File: config.mk
export PLATFORM = sky130hd
export DESIGN_NAME = canonical_seq_ctrl_flat
export DESIGN_NICKNAME = d
export VERILOG_FILES = /design/src/rtl/canonical_pkg.sv /design/src/rtl/canonical_seq_ctrl_if.sv /design/src/rtl/seq_counter.sv /design/src/rtl/canonical_seq_ctrl.sv /design/src/flat_wrapper.sv
export SDC_FILE = /design/constraint.sdc
export NUM_CORES = 1
export LEC_CHECK = 0
export BUFFER_PORTS_ARGS = -buffer_cell sky130_fd_sc_hd__clkbuf_2
export CELL_PAD_IN_SITES_DETAIL_PLACEMENT = 1
export CELL_PAD_IN_SITES_GLOBAL_PLACEMENT = 1
export CORE_MARGIN = 2
export CORE_UTILIZATION = 42
export DETAILED_ROUTE_END_ITERATION = 6
export GPL_TIMING_DRIVEN = 0
export MAX_ROUTING_LAYER = met4
export PLACE_DENSITY = 0.92
export SYNTH_ARGS = -nofsm -noshare
export SYNTH_HDL_FRONTEND = slang
export SYNTH_SLANG_ARGS = --single-unit
File: constraint.sdc
create_clock -name clk -period 3 [get_ports clk]
set_input_delay 0 -clock clk [delete_from_list [all_inputs] [get_ports clk]]
set_output_delay 0 -clock clk [all_outputs]
set_load 0.02 [all_outputs]
File: src/rtl/canonical_pkg.sv
// Shared types and constants for the canonical-form reduction sequencer.
package canonical_pkg;

    typedef enum logic [2:0] {
        IDLE  = 3'd0,
        CLR   = 3'd1,
        FEED  = 3'd2,
        DRAIN = 3'd3,
        CR2   = 3'd4,
        NEXT  = 3'd5,
        FIN   = 3'd6
    } seq_state_t;

    localparam logic PASS_X = 1'b0;
    localparam logic PASS_Z = 1'b1;

endpackage

File: src/rtl/canonical_seq_ctrl_if.sv
// Control bundle between the sequencer, the tableau source/collector and the reduction chains.
interface canonical_seq_ctrl_if;

    logic start;
    logic row_valid;
    logic row_ready;
    logic chain_clr;
    logic ld_trans;
    logic ld_store;
    logic second_CR;
    logic second_stage;
    logic feed_zero;
    logic feed_flag;
    logic pass_id;
    logic cap_en;
    logic busy;
    logic done;

    modport master (
        input  start,
        input  row_valid,
        output row_ready,
        output chain_clr,
        output ld_trans,
        output ld_store,
        output second_CR,
        output second_stage,
        output feed_zero,
        output feed_flag,
        output pass_id,
        output cap_en,
        output busy,
        output done
    );

    modport slave (
        output start,
        output row_valid,
        input  row_ready,
        input  chain_clr,
        input  ld_trans,
        input  ld_store,
        input  second_CR,
        input  second_stage,
        input  feed_zero,
        input  feed_flag,
        input  pass_id,
        input  cap_en,
        input  busy,
        input  done
    );

endinterface

File: src/rtl/seq_counter.sv
// Row counter shared by FEED, DRAIN and CR2; wraps to zero when it advances from the terminal count.
module seq_counter #(
    parameter int unsigned num_qubit = 4,
    parameter int unsigned CW        = $clog2(num_qubit) + 1
) (
    input  logic clk,
    input  logic clr,
    input  logic en,
    output logic tc
);

    localparam logic [CW-1:0] LAST = CW'(num_qubit - 1);

    logic [CW-1:0] cnt;

    assign tc = (cnt == LAST);

    always_ff @(posedge clk) begin
        if (clr) begin
            cnt <= '0;
        end else if (en) begin
            cnt <= tc ? '0 : cnt + CW'(1);
        end
    end

endmodule

File: src/rtl/canonical_seq_ctrl.sv
// Two-pass (X-block then Z-block) sequencer for the canonical-form reduction chains.
module canonical_seq_ctrl
    import canonical_pkg::*;
#(
    parameter int unsigned num_qubit = 4,
    parameter int unsigned CW        = $clog2(num_qubit) + 1
) (
    input  logic                 clk,
    input  logic                 rst_new,
    canonical_seq_ctrl_if.master bus
);

    seq_state_t state, state_d;
    logic       pass_q, pass_d;
    logic       tc, accept, cnt_en, cnt_clr;

    // Registered (Moore) controls
    logic clr_q, feed_q, shift_q, cr2_q, ss_q, busy_q, done_q;

    assign accept  = feed_q & bus.row_valid;
    assign cnt_en  = accept | (state == DRAIN) | (state == CR2);
    assign cnt_clr = rst_new | (state == CLR);

    seq_counter #(
        .num_qubit (num_qubit),
        .CW        (CW)
    ) u_cnt (
        .clk (clk),
        .clr (cnt_clr),
        .en  (cnt_en),
        .tc  (tc)
    );

    always_comb begin
        state_d = state;
        pass_d  = pass_q;
        unique case (state)
            IDLE: begin
                if (bus.start) begin
                    state_d = CLR;
                    pass_d  = PASS_X;
                end
            end
            CLR:   state_d = FEED;
            FEED:  if (accept && tc) state_d = DRAIN;
            DRAIN: if (tc) state_d = CR2;
            CR2:   if (tc) state_d = (pass_q == PASS_X) ? NEXT : FIN;
            NEXT: begin
                state_d = CLR;
                pass_d  = PASS_Z;
            end
            FIN: begin
                state_d = IDLE;
                pass_d  = PASS_X;
            end
            default: begin
                state_d = IDLE;
                pass_d  = PASS_X;
            end
        endcase
    end

    // Outputs are decoded from the next state so they line up with the state they describe.
    always_ff @(posedge clk) begin
        if (rst_new) begin
            state   <= IDLE;
            pass_q  <= PASS_X;
            clr_q   <= 1'b0;
            feed_q  <= 1'b0;
            shift_q <= 1'b0;
            cr2_q   <= 1'b0;
            ss_q    <= 1'b0;
            busy_q  <= 1'b0;
            done_q  <= 1'b0;
        end else begin
            state   <= state_d;
            pass_q  <= pass_d;
            clr_q   <= (state_d == CLR);
            feed_q  <= (state_d == FEED);
            shift_q <= (state_d == DRAIN) || (state_d == CR2);
            cr2_q   <= (state_d == CR2);
            ss_q    <= (state_d != IDLE) && pass_d;
            busy_q  <= (state_d != IDLE);
            done_q  <= (state_d == FIN);
        end
    end

    // FEED strobes follow row_valid directly so the chain shifts on the accepting cycle.
    assign bus.row_ready    = feed_q;
    assign bus.ld_trans     = shift_q | accept;
    assign bus.ld_store     = shift_q | accept;
    assign bus.cap_en       = shift_q | accept;
    assign bus.feed_flag    = accept;
    assign bus.feed_zero    = shift_q;
    assign bus.chain_clr    = clr_q;
    assign bus.second_CR    = cr2_q;
    assign bus.second_stage = ss_q;
    assign bus.pass_id      = pass_q;
    assign bus.busy         = busy_q;
    assign bus.done         = done_q;

endmodule

File: src/flat_wrapper.sv
// flat-port wrapper written by rule: the top's interface ports become plain ports
module canonical_seq_ctrl_flat import canonical_pkg::*;
#(
    parameter int unsigned num_qubit = 4,
    parameter int unsigned CW        = $clog2(num_qubit) + 1
)
  (clk, rst_new, bus_start, bus_row_valid, bus_row_ready, bus_chain_clr, bus_ld_trans, bus_ld_store, bus_second_CR, bus_second_stage, bus_feed_zero, bus_feed_flag, bus_pass_id, bus_cap_en, bus_busy, bus_done);
  canonical_seq_ctrl_if bus_i ();
  input  logic clk;
  input  logic rst_new;
  input wire logic [$bits(bus_i.start)-1:0] bus_start;
  input wire logic [$bits(bus_i.row_valid)-1:0] bus_row_valid;
  output wire logic [$bits(bus_i.row_ready)-1:0] bus_row_ready;
  output wire logic [$bits(bus_i.chain_clr)-1:0] bus_chain_clr;
  output wire logic [$bits(bus_i.ld_trans)-1:0] bus_ld_trans;
  output wire logic [$bits(bus_i.ld_store)-1:0] bus_ld_store;
  output wire logic [$bits(bus_i.second_CR)-1:0] bus_second_CR;
  output wire logic [$bits(bus_i.second_stage)-1:0] bus_second_stage;
  output wire logic [$bits(bus_i.feed_zero)-1:0] bus_feed_zero;
  output wire logic [$bits(bus_i.feed_flag)-1:0] bus_feed_flag;
  output wire logic [$bits(bus_i.pass_id)-1:0] bus_pass_id;
  output wire logic [$bits(bus_i.cap_en)-1:0] bus_cap_en;
  output wire logic [$bits(bus_i.busy)-1:0] bus_busy;
  output wire logic [$bits(bus_i.done)-1:0] bus_done;
  assign bus_i.start = bus_start;
  assign bus_i.row_valid = bus_row_valid;
  assign bus_row_ready = bus_i.row_ready;
  assign bus_chain_clr = bus_i.chain_clr;
  assign bus_ld_trans = bus_i.ld_trans;
  assign bus_ld_store = bus_i.ld_store;
  assign bus_second_CR = bus_i.second_CR;
  assign bus_second_stage = bus_i.second_stage;
  assign bus_feed_zero = bus_i.feed_zero;
  assign bus_feed_flag = bus_i.feed_flag;
  assign bus_pass_id = bus_i.pass_id;
  assign bus_cap_en = bus_i.cap_en;
  assign bus_busy = bus_i.busy;
  assign bus_done = bus_i.done;
  canonical_seq_ctrl #(.num_qubit(num_qubit), .CW(CW)) u_core (.clk(clk), .rst_new(rst_new), .bus(bus_i));
endmodule
Yosys cells after proc, flatten, opt, wreduce, memory -nomap -nowiden
Cells that the tools add are included.
{"block": "word_totals", "word_cells": 42, "input_bits": 4, "register_bits": 14}
{"block": "classes", "eq_ne": 11, "n_reduce_logical": 6, "n_mux": 9, "n_bitwise": 5, "n_addsub": 1}
{"operator": "$pmux W3 S6", "count": 1}
{"operator": "$eq A3 B2 Y1 const B", "count": 5}
{"operator": "$mux W3", "count": 5}
{"operator": "$eq A3 B3 Y1 const B", "count": 4}
{"operator": "$eq A3 B1 Y1 const B", "count": 2}
{"operator": "$or A1 B1 Y1", "count": 4}
{"operator": "$reduce_or A4 Y1", "count": 1}
{"operator": "$add A3 B1 Y3 const B", "count": 1}
{"operator": "$logic_not A3 Y1", "count": 1}
{"operator": "$pmux W1 S3", "count": 1}
{"operator": "$reduce_bool A3 Y1", "count": 1}
{"operator": "$logic_and A1 B1 Y1", "count": 2}
{"operator": "$mux W2", "count": 1}
{"operator": "$and A1 B1 Y1", "count": 1}
{"operator": "$logic_or A1 B1 Y1", "count": 1}
{"operator": "$mux W1", "count": 1}

Longest topological paths before layout
Gate-level depths: netlist (run 1).
{"block": "logic_depth", "ltp_word": 6, "ltp_mapped": 5}

By module
A second synthesis (run 1) with hierarchy kept.
{"block": "unflattened", "hier_cells": 70, "area_unflattened_um2": 713.2}
{"mod": "canonical_seq_ctrl", "instances": 1, "seq_area_each_um2": 220.2, "area_each_um2": 585.6, "cells_per_inst": 57}
{"mod": "seq_counter", "instances": 1, "seq_area_each_um2": 60.1, "area_each_um2": 127.6, "cells_per_inst": 13}

Worst setup path after synthesis (run 1)
No wires, ideal clock.
{"block": "synth_path", "path_kind": "register to register", "startpoint": "register u_core.feed_q, in the netlist u_core.bus.row_ready", "endpoint": "register u_core.shift_q, in the netlist u_core.bus.feed_zero", "path_buffers": 0, "t_arrival_ns": 1.424, "required_time_ns": 2.928, "stages_incl_launch_ff": 6, "slack_ns": 1.504, "setup_ns": 0.072, "synth_period_minus_slack_ns": 1.496, "path_cell_list": "dfxtp_1 -> nand2_1 -> inv_1 -> a31oi_1 -> o32ai_4 -> mux2i_1"}
{"block": "synth_via", "elab_chain_len": 6, "word_cells_on_any_way": 7, "classes_between": "eq/ne (2); mux (2); bitwise (1); reduce/logical (2)"}
{"item": "start: declaration", "line_no": "canonical_seq_ctrl.sv:18", "text": "logic clr_q, feed_q, shift_q, cr2_q, ss_q, busy_q, done_q;"}
{"item": "start signal: assignment", "line_no": "canonical_seq_ctrl.sv:79", "text": "feed_q <= (state_d == FEED);"}
{"item": "$and A1 B1 Y1 (*)", "line_no": "canonical_seq_ctrl.sv:20", "text": "assign accept = feed_q & bus.row_valid;"}
{"item": "via bus_feed_flag", "line_no": "flat_wrapper.sv:20", "text": "output wire logic [$bits(bus_i.feed_flag)-1:0] bus_feed_flag;"}
{"item": "$logic_and A1 B1 Y1 (*)", "line_no": "canonical_seq_ctrl.sv:45", "text": "FEED: if (accept && tc) state_d = DRAIN;"}
{"item": "$mux W3 (*)", "line_no": "canonical_seq_ctrl.sv:45"}
{"item": "$pmux W3 S6 (*)", "line_no": "canonical_seq_ctrl.sv:37", "text": "unique case (state)"}
{"item": "$eq A3 B2 Y1 or $eq A3 B3 Y1 (tied branches)", "line_no": "canonical_seq_ctrl.sv:80", "text": "shift_q <= (state_d == DRAIN) || (state_d == CR2);"}
{"item": "$logic_or A1 B1 Y1 (*)", "line_no": "canonical_seq_ctrl.sv:80"}
{"item": "end signal: assignment", "line_no": "canonical_seq_ctrl.sv:80"}
{"item": "end: declaration", "line_no": "canonical_seq_ctrl.sv:18"}
Mark *: on every way through the listed nets, which the timed path passes. The rest lies on a longest branch.
A chain may end at the register's enable or synchronous reset.

Worst setup path after layout (run 1)
{"block": "layout_path", "startpoint": "register u_core.u_cnt.cnt[0]", "endpoint": "register u_core.ss_q, in the netlist u_core.bus.second_stage"}
{"block": "layout_via", "elab_chain_len": 6, "word_cells_on_any_way": 8, "classes_between": "eq/ne (1); mux (4); reduce/logical (3)"}
{"item": "start: declaration", "line_no": "seq_counter.sv:14", "text": "logic [CW-1:0] cnt;"}
{"item": "start signal: assignment", "line_no": "seq_counter.sv:22", "text": "cnt <= tc ? '0 : cnt + CW'(1);"}
{"item": "$eq A3 B2 Y1 (*)", "line_no": "seq_counter.sv:16", "text": "assign tc = (cnt == LAST);"}
{"item": "$logic_and A1 B1 Y1", "line_no": "canonical_seq_ctrl.sv:45"}
{"item": "$mux W3", "line_no": "canonical_seq_ctrl.sv:45"}
{"item": "$pmux W3 S6 (*)", "line_no": "canonical_seq_ctrl.sv:37"}
{"item": "$reduce_bool A3 Y1 (*)", "line_no": "canonical_seq_ctrl.sv:82", "text": "ss_q <= (state_d != IDLE) && pass_d;"}
{"item": "$logic_and A1 B1 Y1 (*)", "line_no": "canonical_seq_ctrl.sv:82"}
{"item": "end signal: assignment", "line_no": "canonical_seq_ctrl.sv:82"}
{"item": "end: declaration", "line_no": "canonical_seq_ctrl.sv:18"}
Mark *: on every way between the ends. The rest lies on a longest branch, timed or not.

==> results of run 1 <==
==> critical path, cell delays in order (launching register included) <==
cell and delay, ns:
dfxtp_1 0.38, ha_1 0.25, nand2b_2 0.16, a221oi_4 0.34, o32ai_4 0.18, o21a_1 0.22
==> metrics by stage <==
stage	setup slack, ns	instance area, µm²	util (%)	cells	power, µW
floorplan	1.504	711.9	-	67	255.6
finish	1.372	829.5	53.81	101	377.4
CTS	1.369	829.5	53.81	101	381.9
detailed placement	1.392	807.0	52.35	98	276.6
global placement	1.444	807.0	52.35	98	273.2
global route	1.267	829.5	53.81	101	393.0
==> logic make-up after synthesis <==
logic type,Yosys count
muxes,2
DFF,14
xor gates and xnor gates,1
adders and majority gates,1
AOI/OAI and AO/OA,14
and+or+nand+nor,28
buffers and inverters,7
==> cell type report <==
cell class                      instances  area [µm²]
Fill cell                             189       711.9
Multi-Input combinational cell         46       389.1
Sequential cell                        14       280.3
Timing Repair Buffer                   15       75.07
Buffer                                  4       31.28
Clock buffer                            3       22.52
Tap cell                               16       20.02
Inverter                                3       11.26
==> power groups by stage <==
stage	Clock [µW]	Combinational (µW)	Sequential (µW)
final	105	72.9	199
after global routing	114	78.3	200
after CTS	109	73.6	199
after detailed placement	0	72.9	204
after global placement	0	70.0	203
after floorplan	0	47.5	208
==> Yosys cell counts, drive strengths merged, types with 2 or more instances <==
| cell type | n |
|---|---|
| nor2 | 6 |
| nor3b | 2 |
| nor2b | 3 |
| dfxtp | 14 |
| and2 | 4 |
| nand2b | 3 |
| nand2 | 2 |
| o32ai | 2 |
| a21oi | 2 |
| inv | 3 |
| mux2i | 2 |
| buf | 4 |
==> flip-flops by register name, summed over array words and instances (netlist names) <==
name	flops
u_core.bus.chain_clr	1
u_core.state	3
u_core.bus.feed_zero	1
u_core.bus.row_ready	1
u_core.bus.second_stage	1
u_core.u_cnt.cnt	3
u_core.bus.pass_id	1
u_core.bus.busy	1
u_core.bus.done	1
u_core.bus.second_CR	1
==> per-layer routing <==
| layer | vias to the layer above | share of wire (%) |
|---|---|---|
| met2 | 13 | 52 |
| met4 | 0 | 2.5 |
| met5 | - | 0 |
| met1 | 265 | 42 |
| met3 | 5 | 3.1 |
| li1 | 278 | - |
==> worst max-delay path by stage <==
stage                                     from                 endpoint  slack [ns]  depth (start not counted)
after global routing       u_core.u_cnt.cnt[0]  u_core.bus.second_stage        1.27                          5
after CTS                  u_core.u_cnt.cnt[0]  u_core.bus.second_stage        1.37                          5
after detailed placement   u_core.u_cnt.cnt[0]  u_core.bus.second_stage        1.39                          5
after floorplan           u_core.bus.row_ready     u_core.bus.feed_zero        1.50                          5
final                      u_core.u_cnt.cnt[0]  u_core.bus.second_stage        1.37                          5
after global placement     u_core.u_cnt.cnt[0]  u_core.bus.second_stage        1.44                          5
==> layout by cell type, fill, tap and decap left out, types with 2 or more instances in the layout <==
master    instances
a21oi_1           2
and2_1            3
buf_4             2
clkbuf_2         15
clkbuf_4          3
dfxtp_1          14
inv_1             3
mux2i_1           2
nand2_1           2
nand2b_1          2
nor2_1            5
nor2b_1           3
o32ai_4           2
==> impl_metrics.csv, run 1 <==
group,metric,value,unit
yosys,synth_simple_gate_area_share,24.96,%
detailed_routing,wl_per_cell,15.64,µm
sta,fmax,614.1,MHz
worst_hold_path,hold_class,"input port to flip-flop",
detailed_routing,viasPerCell,5.554,
sta,period_needed,1.628,ns
clocking,cts_tree,"done",
global_routing,grtUsageMet2,33.71,%
sta,max-slew-margin-rel,71.70,%
floorplanning,row_count,14,
sta,hold_slack,0.04036,ns
yosys,synth_nets,72,
sta,slew_violations,0,
status,outcome,"completed",
detailed_routing,drt_iter0_drc,0,
finish,final_nets,92,
power_and_ir_drop,p_per_area,455.0,nW/µm²
floorplanning,io_pins,16,
global_routing,use_met1,20.79,%
power_and_ir_drop,cellLeakagePower,0.0003625,µW
power_and_ir_drop,intPower,269.5,µW
clocking,cts_buffers,3,
yosys,synth.largest_area_cell,"dfxtp_1",
sta,setup_viol,0,
clocking,htree_levels,1,
yosys,synthCells,67,
power_and_ir_drop,vdd.ir_drop.worst,288.4,µV
setup_path,critPathCaptureType,"flip-flop",
yosys,synthFlopType,"dfxtp_1",
yosys,synth.cell_area,711.9,µm²
floorplanning,fp.dieArea,2040,µm²
setup_path,worstSetupPathType,"flip-flop to flip-flop",
sta,fin_crit_sh,54.28,%
global_routing,grt_max_degree,11,
finish,area_growth,16.52,%
yosys,ys_top_cells_by_area,"dfxtp_1 (39%), o32ai_4 (7.7%), a221oi_4 (3.7%)",
detailed_routing,first_pass_iters,1,
detailed_routing,ant_nets,0,
power_and_ir_drop,combPwrFrac,19.3,%
setup_path,r2r_start,"u_core.u_cnt.cnt[0]",
placed_design,portBuffers,15,
power_and_ir_drop,pwr-share-clk,27.8,%
detailed_routing,drc,0,
placed_design,place.gp.congestion,0.7725,
setup_path,path_max_fanout,8,
clocking,cts_setup_buffers,0,
floorplanning,core_area,1541,µm²
setup_path,startpoint_type,"flip-flop",
global_routing,antenna_found_initial,0,
sta,worst_pin_slew,0.4244,ns
yosys,synth_top_family_by_area,"simple AND/OR/NAND/NOR gates",
clocking,cts_hold_buf,0,
yosys,muxShareOfSynthArea,2.812,%
finish,diodes,0,
sta,hold_viol,0,
clocking,clock-root-buffer,"clkbuf_4",
global_routing,grt_pass1_vias,555,
power_and_ir_drop,p_switching,107.9,µW
global_routing,gr-total-overflow,0,
sta,finalSetupTns,0,ns
power_and_ir_drop,power_frac_seq,52.8,%
yosys,synth_fa_ha_area_share,1.757,%
setup_path,r2r_setup_slack,1.37,ns
setup_path,r2r-end,"u_core.bus.second_stage",
finish,drive_above_1_share,38.82,%
setup_path,crit_arrival,1.81,ns
global_routing,grt_first_pass_wirelength,2608,µm
floorplanning,start_util,46.19,%
clocking,clkTransAtPathRegs,0.08,ns
clocking,clock_path_buffers,2,
worst_hold_path,min_to,"u_core.state[2]",
global_routing,met3_usage,1.600,%
yosys,avgSynthCellArea,10.63,µm²
placed_design,hpwlAfterDp,1275,µm
yosys,synth_compound_area_share,23.90,%
clocking,cts.sinks,14,
yosys,synth_top_area_share,39.37,%
detailed_routing,vias,561,
global_routing,grt.busiest_layer,"met2",
global_routing,grt_use_total,19.34,%
setup_path,r2r_cells,5,
detailed_routing,drt_wl_total,1580,µm
setup_path,worst_ep_required_time,3.18,ns
sta,grt_setup_unrepaired,"no",
power_and_ir_drop,netSwitchingFraction,28.59,%
floorplanning,die_h,45.17,µm
yosys,yosys.area_share.xor_xnor,1.230,%
flow_run,cap_violations,0,
sta,finClkSkew,0.005758,ns
clocking,clock_latency,0.28,ns
yosys,yosysWarningCount,0,
floorplanning,die_x,45.17,µm
yosys,synth_enable_flop_cells,0,
yosys,synth_cell_types,38,
clocking,cts_resized,0,
worst_hold_path,holdCritStartpoint,"rst_new",
worst_hold_path,min_path_cells,2,
yosys,synth_seq_cells,14,
yosys,async_flop_share,0,%
yosys,synth-seq-area-share,39.37,%
(Power assumes the default switching activity.)
==> inputs of run 2 (changes only) <==
CORE_UTILIZATION = 39   (was 42)
PLACE_DENSITY = 0.87   (was 0.92)
clock period = 1.65 ns   (was 3 ns; I/O delays follow)
==> run 2 against run 1 <==
Maximum frequency grew 6.4%. Final cell count grew 9.9%. Core utilization shrank 3.9 points. Hold slack gained 0.0024 ns. Power grew 95%. Combinational power grew 80%. Via count shrank 2.0%. Non-clock buffer count is the same. Critical endpoint unchanged. Highest routed layer unchanged.
==> impl_metrics.csv, run 2 (same netlist as run 1, synthesis figures left out) <==
group,metric,value,unit
global_routing,grt_pass1_vias,541,
floorplanning,io_pins,16,
sta,worst_pin_slew,0.4487,ns
clocking,cts_buffers,3,
detailed_routing,first_pass_iters,4,
global_routing,antenna_found_initial,0,
sta,setup_viol,0,
setup_path,crit_arrival,1.70,ns
power_and_ir_drop,p_per_area,851.6,nW/µm²
finish,largestRegisters,"u_core.state: 3 flops, u_core.u_cnt.cnt: 3 flops",
finish,most-common-layout-cells,"clkbuf_2 (15), dfxtp_1 (14), nor2_1 (5)",
placed_design,hpwlAfterDp,1122,µm
global_routing,grt_first_pass_wirelength,2456,µm
status,outcome,"completed",
detailed_routing,drc,0,
power_and_ir_drop,vdd.ir_drop.worst,524.7,µV
clocking,clkTransAtPathRegs,0.08,ns
finish,diodes,0,
detailed_routing,drt_wl_total,1490,µm
sta,period_needed,1.530,ns
global_routing,grtUsageMet2,28.33,%
worst_hold_path,hold_class,"input port to flip-flop",
sta,setup_slack,0.1203,ns
placed_design,dpl_worst_slack,0.06752,ns
clocking,cts_tree,"done",
clocking,cts_hold_buf,0,
setup_path,startpoint_type,"flip-flop",
setup_path,worst_ep_required_time,1.82,ns
clocking,clock_latency,0.27,ns
global_routing,met3_usage,3.529,%
clocking,cts.sinks,14,
floorplanning,row_count,15,
floorplanning,die_x,46.73,µm
sta,fmax,653.7,MHz
floorplanning,start_util,41.23,%
clocking,clock-root-buffer,"clkbuf_4",
global_routing,grt.busiest_layer,"met2",
detailed_routing,drt_iter0_drc,4,
detailed_routing,vias,550,
setup_path,path_max_fanout,8,
sta,finalSetupTns,0,ns
finish,area_growth,21.09,%
setup_path,critPathCaptureType,"flip-flop",
placed_design,place.gp.congestion,0.7590,
clocking,clock_path_buffers,2,
global_routing,grt_use_total,16.97,%
finish,final_nets,92,
sta,finClkSkew,0.0008733,ns
clocking,cts_setup_buffers,0,
placed_design,portBuffers,15,
detailed_routing,viasPerCell,4.955,
global_routing,grt_max_degree,11,
finish,drive_above_1_share,40.70,%
sta,hold_slack,0.04280,ns
detailed_routing,ant_nets,0,
global_routing,use_met1,19.76,%
setup_path,worstSetupPathType,"flip-flop to flip-flop",
sta,grt_setup_unrepaired,"no",
clocking,htree_levels,1,
flow_run,cap_violations,0,
floorplanning,fp.dieArea,2183,µm²
floorplanning,core_area,1727,µm²
floorplanning,die_h,46.73,µm
global_routing,gr-total-overflow,0,
finish,mostFrequentLayoutCell,"clkbuf_2",
detailed_routing,wl_per_cell,13.42,µm
sta,max-slew-margin-rel,70.08,%
sta,fin_crit_sh,92.71,%
sta,hold_viol,0,
sta,slew_violations,0,
power_and_ir_drop,cellLeakagePower,0.0003672,µW
run 2: cell count changes in the layout (fill, tap and decap cells not counted):
cell,delta
nand2b_4,+1
nand2b_2,-1
ha_2,+1
clkbuf_8,+1
ha_1,-1
run 2: critical path: stages, from the launching register on:
cell      delay [ns]
dfxtp_1         0.36
ha_2            0.24
nand2b_4        0.11
a221oi_4        0.32
o32ai_4         0.19
o21a_1          0.21
run 2: what timing repair did:
| action | CTS | global route |
|---|---|---|
| setup endpoints to repair | 0 | 5 |
| gates resized for setup | 0 | 2 |
| hold endpoints to repair | 0 | 0 |
run 2: per-layer routing:
layer | routed length [µm] | share of wire [%]
met1 | 674 | 45
met2 | 743 | 50
met3 | 60 | 4.0
met4 | 12 | 0.81
met5 | 0 | 0
run 2: area by class of cell:
class | count | area [µm²]
tap | 25 | 31.28
multi-input combinational | 46 | 396.6
timing repair buffer | 15 | 75.07
inverter | 3 | 11.26
fill | 202 | 864.6
clock buffer | 4 | 36.28
buffer | 4 | 31.28
sequential | 14 | 280.3
run 2: worst paths after layout:
kind / start / to / slack (ns) / cells past startpoint
worst min-delay path: rst_new / u_core.state[2] / 0.04 / 2
worst min register to register: u_core.u_cnt.cnt[2] / u_core.u_cnt.cnt[2] / 0.48 / 2
worst max register to register: u_core.u_cnt.cnt[0] / u_core.bus.second_stage / 0.12 / 5
worst max-delay path: u_core.u_cnt.cnt[0] / u_core.bus.second_stage / 0.12 / 5
run 2: stage by stage:
stage / utilization [%] / power [µW] / instance area [µm²] / std cells
final: 49.93 / 734.2 / 862.1 / 111
after global routing: 49.93 / 778.2 / 862.1 / 111
after CTS: 49.49 / 749.7 / 854.6 / 111
after detailed placement: 47.39 / 500.9 / 818.3 / 107
after global placement: 47.39 / 497.4 / 818.3 / 107
after floorplan: - / 464.6 / 711.9 / 67
run 2: report_power, final:
| part | internal, µW | total (µW) | switching (µW) |
|---|---|---|---|
| Clock | 134 | 241 | 107 |
| Sequential | 352 | 362 | 10.1 |
| Combinational | 54.7 | 131 | 76.8 |
